## config.mk

```make
export PLATFORM = sky130hd
export DESIGN_NAME = reorder_buffer
export DESIGN_NICKNAME = d
export VERILOG_FILES = /design/src/rtl/reorder_buffer_pkg.sv /design/src/rtl/reorder_buffer_storage.sv /design/src/rtl/reorder_buffer.sv
export SDC_FILE = /design/constraint.sdc
export NUM_CORES = 2
export LEC_CHECK = 0
export CAP_MARGIN = 20
export CORE_MARGIN = 2
export CORE_UTILIZATION = 67
export CTS_CLUSTER_DIAMETER = 80
export DETAILED_ROUTE_END_ITERATION = 7
export PLACE_DENSITY_LB_ADDON = 0.12
export SYNTH_ARGS = -nofsm -noshare
export SYNTH_HDL_FRONTEND = slang
export SYNTH_HIERARCHICAL = 1
export SYNTH_SLANG_ARGS = --single-unit
```

## constraint.sdc

```tcl
create_clock -name clk -period 69 [get_ports clk]
set_input_delay 13.8 -clock clk [delete_from_list [all_inputs] [get_ports clk]]
set_output_delay 13.8 -clock clk [all_outputs]
set_load 0.05 [all_outputs]
```

## src/rtl/reorder_buffer_pkg.sv

```systemverilog
// reorder_buffer_pkg
// Shared definitions for the 16-entry reorder buffer: instruction type codes,
// buffer geometry, controller states and the per-entry record.
// No ports (package).

package reorder_buffer_pkg;

  localparam int ROB_TAG_W = 4;
  localparam int ROB_DEPTH = 1 << ROB_TAG_W;

  typedef enum logic [1:0] {
    ROB_TYPE_NORMAL = 2'd0,
    ROB_TYPE_BRANCH = 2'd1,
    ROB_TYPE_JALR   = 2'd2,
    ROB_TYPE_STORE  = 2'd3
  } robType_e;

  typedef enum logic {
    ST_NORMAL = 1'b0,
    ST_FLUSH  = 1'b1
  } robState_e;

  typedef struct packed {
    logic        valid;
    logic        ready;
    robType_e    kind;
    logic [4:0]  dest;
    logic [31:0] pc;
    logic        predJump;
    logic [31:0] value;
  } robEntry_t;

  // Sequential fall-through PC of an instruction.
  function automatic logic [31:0] seqPc(input logic [31:0] pc);
    return pc + 32'd4;
  endfunction

endpackage

```

## src/rtl/reorder_buffer_storage.sv

```systemverilog
// reorder_buffer_storage
// Entry array of the reorder buffer: one allocation write port, two writeback
// ports, one free (retire) port, a bulk flush, and three read ports
// (head, q1, q2).
// Ports:
//   clk, rst                       clock / async active-high reset
//   i_flush                        invalidate every entry
//   i_allocEn/Idx/Entry            write a complete new entry
//   i_wb0En/Idx/Value, i_wb1*      set ready+value of a valid entry (wb0 wins)
//   i_freeEn/Idx                   invalidate a retired entry
//   i_headIdx -> o_headEntry       full record at head
//   i_q1Idx/i_q2Idx -> o_q*Valid/Ready/Value   operand queries

module reorder_buffer_storage
  import reorder_buffer_pkg::*;
(
  input  logic                 clk,
  input  logic                 rst,
  input  logic                 i_flush,
  input  logic                 i_allocEn,
  input  logic [ROB_TAG_W-1:0] i_allocIdx,
  input  robEntry_t            i_allocEntry,
  input  logic                 i_wb0En,
  input  logic [ROB_TAG_W-1:0] i_wb0Idx,
  input  logic [31:0]          i_wb0Value,
  input  logic                 i_wb1En,
  input  logic [ROB_TAG_W-1:0] i_wb1Idx,
  input  logic [31:0]          i_wb1Value,
  input  logic                 i_freeEn,
  input  logic [ROB_TAG_W-1:0] i_freeIdx,
  input  logic [ROB_TAG_W-1:0] i_headIdx,
  output robEntry_t            o_headEntry,
  input  logic [ROB_TAG_W-1:0] i_q1Idx,
  output logic                 o_q1Valid,
  output logic                 o_q1Ready,
  output logic [31:0]          o_q1Value,
  input  logic [ROB_TAG_W-1:0] i_q2Idx,
  output logic                 o_q2Valid,
  output logic                 o_q2Ready,
  output logic [31:0]          o_q2Value
);

  robEntry_t r_entries [ROB_DEPTH];

  // wb1 is applied before wb0 so that wb0 wins on a shared tag. The valid
  // test uses pre-edge state, so a writeback can never hit the entry being
  // allocated in the same edge (the tail slot is always invalid).
  always_ff @(posedge clk or posedge rst) begin
    if (rst) begin
      for (int i = 0; i < ROB_DEPTH; i++) r_entries[i] <= '0;
    end else if (i_flush) begin
      for (int i = 0; i < ROB_DEPTH; i++) begin
        r_entries[i].valid <= 1'b0;
        r_entries[i].ready <= 1'b0;
      end
    end else begin
      if (i_allocEn) r_entries[i_allocIdx] <= i_allocEntry;
      if (i_wb1En && r_entries[i_wb1Idx].valid) begin
        r_entries[i_wb1Idx].ready <= 1'b1;
        r_entries[i_wb1Idx].value <= i_wb1Value;
      end
      if (i_wb0En && r_entries[i_wb0Idx].valid) begin
        r_entries[i_wb0Idx].ready <= 1'b1;
        r_entries[i_wb0Idx].value <= i_wb0Value;
      end
      if (i_freeEn) begin
        r_entries[i_freeIdx].valid <= 1'b0;
        r_entries[i_freeIdx].ready <= 1'b0;
      end
    end
  end

  assign o_headEntry = r_entries[i_headIdx];
  assign o_q1Valid   = r_entries[i_q1Idx].valid;
  assign o_q1Ready   = r_entries[i_q1Idx].ready;
  assign o_q1Value   = r_entries[i_q1Idx].value;
  assign o_q2Valid   = r_entries[i_q2Idx].valid;
  assign o_q2Ready   = r_entries[i_q2Idx].ready;
  assign o_q2Value   = r_entries[i_q2Idx].value;

endmodule

```

## src/rtl/reorder_buffer.sv

```systemverilog
// reorder_buffer
// 16-entry circular reorder buffer. Allocates a rename tag per issued
// instruction, captures results from two writeback ports, retires in order
// onto a registered commit bus, and sequences a one-cycle flush when a
// committed branch turns out mispredicted.
// Optional build macro: ROB_BYPASS_EN - operand queries also forward the
// same-cycle wb0/wb1 results (wb0 priority).
// Ports:
//   clk, rst, i_rdy                            clock, async reset, global hold
//   i_issue_*  / o_alloc_rename, o_rob_full    allocation
//   i_wb0_*, i_wb1_*                           writeback (ALU / LSB)
//   i_q1/q2_rename -> o_q1/q2_ready/value      operand queries
//   o_commit_*, o_jalr_next_pc, o_store_commit commit bus (registered)
//   o_cdb_flush, o_flush_pc                    flush pulse and redirect PC

module reorder_buffer
  import reorder_buffer_pkg::*;
#(
  parameter int TAG_W = 4
) (
  input  logic             clk,
  input  logic             rst,
  input  logic             i_rdy,
  input  logic             i_issue_valid,
  input  logic [1:0]       i_issue_type,
  input  logic [4:0]       i_issue_dest,
  input  logic [31:0]      i_issue_pc,
  input  logic             i_issue_pred_jump,
  input  logic             i_issue_ready,
  input  logic [31:0]      i_issue_value,
  output logic [TAG_W-1:0] o_alloc_rename,
  output logic             o_rob_full,
  input  logic             i_wb0_valid,
  input  logic [TAG_W-1:0] i_wb0_rename,
  input  logic [31:0]      i_wb0_value,
  input  logic             i_wb1_valid,
  input  logic [TAG_W-1:0] i_wb1_rename,
  input  logic [31:0]      i_wb1_value,
  input  logic [TAG_W-1:0] i_q1_rename,
  input  logic [TAG_W-1:0] i_q2_rename,
  output logic             o_q1_ready,
  output logic [31:0]      o_q1_value,
  output logic             o_q2_ready,
  output logic [31:0]      o_q2_value,
  output logic             o_commit_flag,
  output logic [31:0]      o_commit_value,
  output logic [TAG_W-1:0] o_commit_rename,
  output logic [4:0]       o_commit_dest,
  output logic             o_commit_is_branch,
  output logic             o_commit_is_jalr,
  output logic [31:0]      o_jalr_next_pc,
  output logic             o_store_commit,
  output logic             o_cdb_flush,
  output logic [31:0]      o_flush_pc
);

  robState_e        r_state;
  logic [TAG_W-1:0] r_head, r_tail;
  logic [TAG_W:0]   r_count;
  logic             r_commitFlag, r_commitIsBranch, r_commitIsJalr;
  logic             r_storeCommit, r_cdbFlush;
  logic [31:0]      r_commitValue, r_jalrNextPc, r_flushPc;
  logic [TAG_W-1:0] r_commitRename;
  logic [4:0]       r_commitDest;

  logic      w_full, w_alloc, w_wbEn, w_commit, w_mispredict, w_flushNow;
  robEntry_t w_allocEntry, w_headEntry;
  logic      w_q1Valid, w_q1Ready, w_q2Valid, w_q2Ready;
  logic [31:0] w_q1Value, w_q2Value;

  assign w_full     = (r_count == 5'd16);
  assign w_wbEn     = i_rdy && (r_state == ST_NORMAL);
  assign w_alloc    = w_wbEn && i_issue_valid && !w_full;
  assign w_commit   = w_wbEn && w_headEntry.valid && w_headEntry.ready;
  assign w_flushNow = i_rdy && (r_state == ST_FLUSH);
  assign w_mispredict = w_commit && (w_headEntry.kind == ROB_TYPE_BRANCH)
                        && (w_headEntry.value[0] != w_headEntry.predJump);

  always_comb begin
    w_allocEntry          = '0;
    w_allocEntry.valid    = 1'b1;
    w_allocEntry.ready    = i_issue_ready;
    w_allocEntry.kind     = robType_e'(i_issue_type);
    w_allocEntry.dest     = i_issue_dest;
    w_allocEntry.pc       = i_issue_pc;
    w_allocEntry.predJump = i_issue_pred_jump;
    w_allocEntry.value    = i_issue_ready ? i_issue_value : 32'd0;
  end

  reorder_buffer_storage u_storage (
    .clk          (clk),
    .rst          (rst),
    .i_flush      (w_flushNow),
    .i_allocEn    (w_alloc),
    .i_allocIdx   (r_tail),
    .i_allocEntry (w_allocEntry),
    .i_wb0En      (w_wbEn && i_wb0_valid),
    .i_wb0Idx     (i_wb0_rename),
    .i_wb0Value   (i_wb0_value),
    .i_wb1En      (w_wbEn && i_wb1_valid),
    .i_wb1Idx     (i_wb1_rename),
    .i_wb1Value   (i_wb1_value),
    .i_freeEn     (w_commit),
    .i_freeIdx    (r_head),
    .i_headIdx    (r_head),
    .o_headEntry  (w_headEntry),
    .i_q1Idx      (i_q1_rename),
    .o_q1Valid    (w_q1Valid),
    .o_q1Ready    (w_q1Ready),
    .o_q1Value    (w_q1Value),
    .i_q2Idx      (i_q2_rename),
    .o_q2Valid    (w_q2Valid),
    .o_q2Ready    (w_q2Ready),
    .o_q2Value    (w_q2Value)
  );

  // Operand queries; with bypass, a writeback landing on a valid entry this
  // cycle is visible before it is stored.
  always_comb begin
    o_q1_ready = w_q1Valid && w_q1Ready;
    o_q1_value = w_q1Value;
    o_q2_ready = w_q2Valid && w_q2Ready;
    o_q2_value = w_q2Value;
`ifdef ROB_BYPASS_EN
    if (w_wbEn && w_q1Valid) begin
      if (i_wb0_valid && (i_wb0_rename == i_q1_rename)) begin
        o_q1_ready = 1'b1;
        o_q1_value = i_wb0_value;
      end else if (i_wb1_valid && (i_wb1_rename == i_q1_rename)) begin
        o_q1_ready = 1'b1;
        o_q1_value = i_wb1_value;
      end
    end
    if (w_wbEn && w_q2Valid) begin
      if (i_wb0_valid && (i_wb0_rename == i_q2_rename)) begin
        o_q2_ready = 1'b1;
        o_q2_value = i_wb0_value;
      end else if (i_wb1_valid && (i_wb1_rename == i_q2_rename)) begin
        o_q2_ready = 1'b1;
        o_q2_value = i_wb1_value;
      end
    end
`endif
  end

  // Controller. Pulses (commit, store, flush) default low every edge so they
  // also drop while rdy is low; the other commit fields hold. The flush PC is
  // latched at the mispredicted commit and the pulse follows one cycle later
  // from the FLUSH state, which also empties the buffer.
  always_ff @(posedge clk or posedge rst) begin
    if (rst) begin
      r_state          <= ST_NORMAL;
      r_head           <= '0;
      r_tail           <= '0;
      r_count          <= '0;
      r_commitFlag     <= 1'b0;
      r_commitValue    <= '0;
      r_commitRename   <= '0;
      r_commitDest     <= '0;
      r_commitIsBranch <= 1'b0;
      r_commitIsJalr   <= 1'b0;
      r_jalrNextPc     <= '0;
      r_storeCommit    <= 1'b0;
      r_cdbFlush       <= 1'b0;
      r_flushPc        <= '0;
    end else begin
      r_commitFlag  <= 1'b0;
      r_storeCommit <= 1'b0;
      r_cdbFlush    <= 1'b0;
      if (i_rdy) begin
        case (r_state)
          ST_NORMAL: begin
            if (w_alloc) r_tail <= r_tail + 1'b1;
            r_count <= r_count + 5'(w_alloc) - 5'(w_commit);
            if (w_commit) begin
              r_head           <= r_head + 1'b1;
              r_commitFlag     <= 1'b1;
              r_commitValue    <= w_headEntry.value;
              r_commitRename   <= r_head;
              r_commitDest     <= w_headEntry.dest;
              r_commitIsBranch <= (w_headEntry.kind == ROB_TYPE_BRANCH);
              r_commitIsJalr   <= (w_headEntry.kind == ROB_TYPE_JALR);
              r_jalrNextPc     <= seqPc(w_headEntry.pc);
              r_storeCommit    <= (w_headEntry.kind == ROB_TYPE_STORE);
            end
            if (w_mispredict) begin
              r_state   <= ST_FLUSH;
              r_flushPc <= w_headEntry.value[0] ? {w_headEntry.value[31:1], 1'b0}
                                                : seqPc(w_headEntry.pc);
            end
          end
          ST_FLUSH: begin
            r_cdbFlush <= 1'b1;
            r_head     <= '0;
            r_tail     <= '0;
            r_count    <= '0;
            r_state    <= ST_NORMAL;
          end
          default: r_state <= ST_NORMAL;
        endcase
      end
    end
  end

  assign o_alloc_rename     = r_tail;
  assign o_rob_full         = w_full;
  assign o_commit_flag      = r_commitFlag;
  assign o_commit_value     = r_commitValue;
  assign o_commit_rename    = r_commitRename;
  assign o_commit_dest      = r_commitDest;
  assign o_commit_is_branch = r_commitIsBranch;
  assign o_commit_is_jalr   = r_commitIsJalr;
  assign o_jalr_next_pc     = r_jalrNextPc;
  assign o_store_commit     = r_storeCommit;
  assign o_cdb_flush        = r_cdbFlush;
  assign o_flush_pc         = r_flushPc;

endmodule

```

==> impl_metrics.json <==
{
  "outcome": "finished with violations",
  "violations": "design-rule violations",
  "die_area_sq_um": 123800,
  "gp_congestion": 0.9823,
  "switching_share_pct": 40.46,
  "synth_area_leaders": "dfrtp_1 (40%), mux4_2 (20%), mux2_2 (9.3%)",
  "first_global_vias": 69240,
  "p_leak_nw": 37.56,
  "fin_crit_ps": 31270,
  "clockBufferDepth": 3,
  "endpoint_kind": "output pin",
  "synth.distinct_cells": 75,
  "synth-edff-count": 0,
  "critPathMaxStageDelay_ps": 920,
  "cp.arrival_ps": 17470,
  "io_buffers": 339,
  "cp_slowest_cell": "buf_4",
  "layout-drive-gt1-share_pct": 27.94,
  "synth_top_area_share_pct": 40.37,
  "insertion_delay_ps": 840,
  "die_height_microns": 351.9,
  "holdWs_ps": 473.8,
  "relSlewSlack_pct": 12.49,
  "cts-root-buf": "clkbuf_16",
  "cts_setup_buffers": 0,
  "firstDrtPassIters": 8,
  "grt_overflow": 0,
  "combinationalPowerShare_pct": 43.9,
  "syn_area_sq_um": 81080,
  "ctsHoldBuffers": 0,
  "wire_per_inst_microns": 37.71,
  "total_power_mw": 3.923,
  "numCtsBuffers": 144,
  "synth.most_common_cell": "dfrtp_1",
  "grt_usage_pct": 51.18,
  "yosys_warnings": 6,
  "cts_htree_levels": 4,
  "p_switching_mw": 1.587,
  "startpoint_type": "primary input",
  "drc": 19,
  "fin_nets": 6724,
  "final.period_utilization_pct": 45.32,
  "internal_power_mw": 2.336,
  "seq_area_sq_um": 32750,
  "hp-class": "flop to flop",
  "die_w_microns": 351.9,
  "seq_power_share_pct": 35.7,
  "synth.avg_cell_area_sq_um": 12.05,
  "syn_inst": 6730,
  "finalSetupViolations": 0,
  "tritoncts": "yes",
  "tns_ps": 0,
  "rsz0062_at_grt": "false",
  "synthArstFlopShare_pct": 100.0,
  "grt_pass1_wl_microns": 460600,
  "skew_ps": 24.79,
  "place_ws_ps": 37780,
  "crit_required_ps": 55200,
  "clkTransAtPathRegs_ps": 50,
  "multi_input_area_sq_um": 45510,
  "tightest_slew_ps": 1313,
  "ys_seq_area_share_pct": 40.37,
  "crit_type": "primary input to output pin",
  "crit_family": "buffers and inverters",
  "layout_setup_ws_ps": 37730,
  "initial_utilization_pct": 67.58,
  "critPathBufInv": 3,
  "max_cap_violations": 0,
  "core_sq_um": 120000,
  "p_per_area_nw_per_um2": 43.56,
  "synth-seq-cells": 1308,
  "cts_resized": 0,
  "power.share.clock_pct": 20.4,
  "viasPerCell": 8.342,
  "grt_start_max_net_pins": 208,
  "place_area_sq_um": 84870,
  "dp_hpwl_microns": 179000,
  "vdd_drop_max_uv": 33.09,
  "crit_chain": "buf_8 > buf_4 > mux4_2 > mux4_2 > clkdlybuf4s50_1",
  "cp_common_cell": "mux4_2",
  "vias": 69210,
  "antenna_found_initial": 38,
  "synth.top_cells.by_count": "dfrtp_1 (1308), mux4_2 (711), mux2_2 (666)",
  "area_growth_pct": 11.08,
  "drtIter0Drc": 12110,
  "max_freq_ghz": 0.03198,
  "fin_area_sq_um": 90060,
  "detail-route-antenna-nets": 0,
  "hold_viol": 0,
  "cts.sinks": 1308,
  "ios": 340,
  "final_max_slew_viol_count": 0,
  "crit_path_max_fanout": 85,
  "rows": 127,
  "syn_nets": 6899,
  "synthFlopType": "dfrtp_1",
  "drt_wl_total_microns": 312900,
  "fillers": 7562,
  "synth_area_leader_cell": "dfrtp_1"
}
## cell type report
type                    count  share of cell area (%)
clock inverters            58                  0.8197
repair buffers            488                   5.313
well taps                1612                   2.240
diodes                     18                 0.05002
flip-flops and latches   1308                   36.36
multi-input cells        4589                   50.53
clock buffers             200                   4.558
inverters                  24                  0.1237
## cells in the final DEF, fill, tap and decap left out, types with 13 or more instances in the layout
master / Yosys / routed
dfrtp_1: 1308 / 1304
mux4_2: 711 / 711
mux2_2: 666 / 666
nor2_1: 627 / 613
mux2i_1: 406 / 406
a221o_1: 402 / 402
a211oi_1: 383 / 383
nand2_1: 348 / 333
clkdlybuf4s50_1: 0 / 330
clkbuf_16: 0 / 145
o21ai_0: 137 / 137
nand3_1: 144 / 134
buf_4: 2 / 133
and3_1: 107 / 103
o211ai_1: 92 / 92
a21oi_1: 61 / 61
nor4_1: 56 / 55
nor3_1: 53 / 48
and2_1: 43 / 39
a31oi_1: 38 / 36
a211o_1: 34 / 34
a22oi_1: 33 / 33
a2bb2oi_1: 33 / 33
clkbuf_1: 589 / 28
clkinv_2: 0 / 27
clkbuf_8: 0 / 27
inv_1: 24 / 19
diode_2: 0 / 18
nand4_1: 18 / 18
nand2b_1: 17 / 16
nor2_4: 0 / 16
xor2_1: 15 / 15
or4_1: 14 / 14
xnor2_1: 13 / 13
nand2_2: 1 / 13
mux2_1: 13 / 13
## metrics by stage
step / std cells / util (%)
floorplan: 6730 / -
global placement: 8009 / 70.74
detailed placement: 8009 / 70.74
CTS: 8267 / 74.78
global route: 8288 / 75.05
finish: 8297 / 75.07
## power by group through the flow
| stage | Combinational [mW] | Sequential (mW) | Clock (mW) |
|---|---|---|---|
| 2_1_floorplan | 1.14 | 1.33 | 0 |
| 3_3_place_gp | 1.60 | 1.35 | 0 |
| 3_5_place_dp | 1.65 | 1.38 | 0 |
| 4_1_cts | 1.66 | 1.37 | 0.800 |
| 5_1_grt | 1.78 | 1.42 | 0.833 |
| 6_report | 1.72 | 1.40 | 0.801 |
## cell families after synthesis
family / Yosys count / share of synthesized area, %
fa+ha+maj: 10 / 0.1636
buf+inv: 833 / 4.117
mux: 1797 / 34.23
simple gates: 1480 / 8.259
flops: 1308 / 40.37
other cells: 1 / 0.004625
compound gates: 1273 / 12.56
xor+xnor: 28 / 0.3025
## routing by layer
metal	up-vias	wire length (microns)	GRT usage [%]	share of wire [%]
met5	-	447	1.766	0.14
met4	44	33640	41.92	11
met3	2336	51770	26.51	17
met2	6933	129500	69.86	41
met1	33940	97570	59.93	31
li1	25960	-	-	-
## final timing paths
kind                               startpoint                       end  slack, ps  cells past startpoint
min in group asynchronous                 rst        o_commit_value[10]      13580                      2
min reg2reg                o_commit_value[14]        o_commit_value[14]        470                      2
max                            i_q2_rename[0]            o_q2_value[14]      37730                      5
min                        o_commit_value[14]        o_commit_value[14]        470                      2
max in group asynchronous                 rst  u_storage/r_entries[146]      50610                      7
max reg2reg                         r_head[0]            o_flush_pc[17]      62930                      9
## worst reg2reg max path, stage by stage, from the launching register on
cell,delay [ps]
dfrtp_4,1040
buf_12,630
buf_4,850
mux4_2,650
mux4_2,640
nand2b_1,300
or2_2,380
nor2_2,790
nand2_2,380
o221a_2,330
No activity file was read; power rests on OpenSTA's default activity.
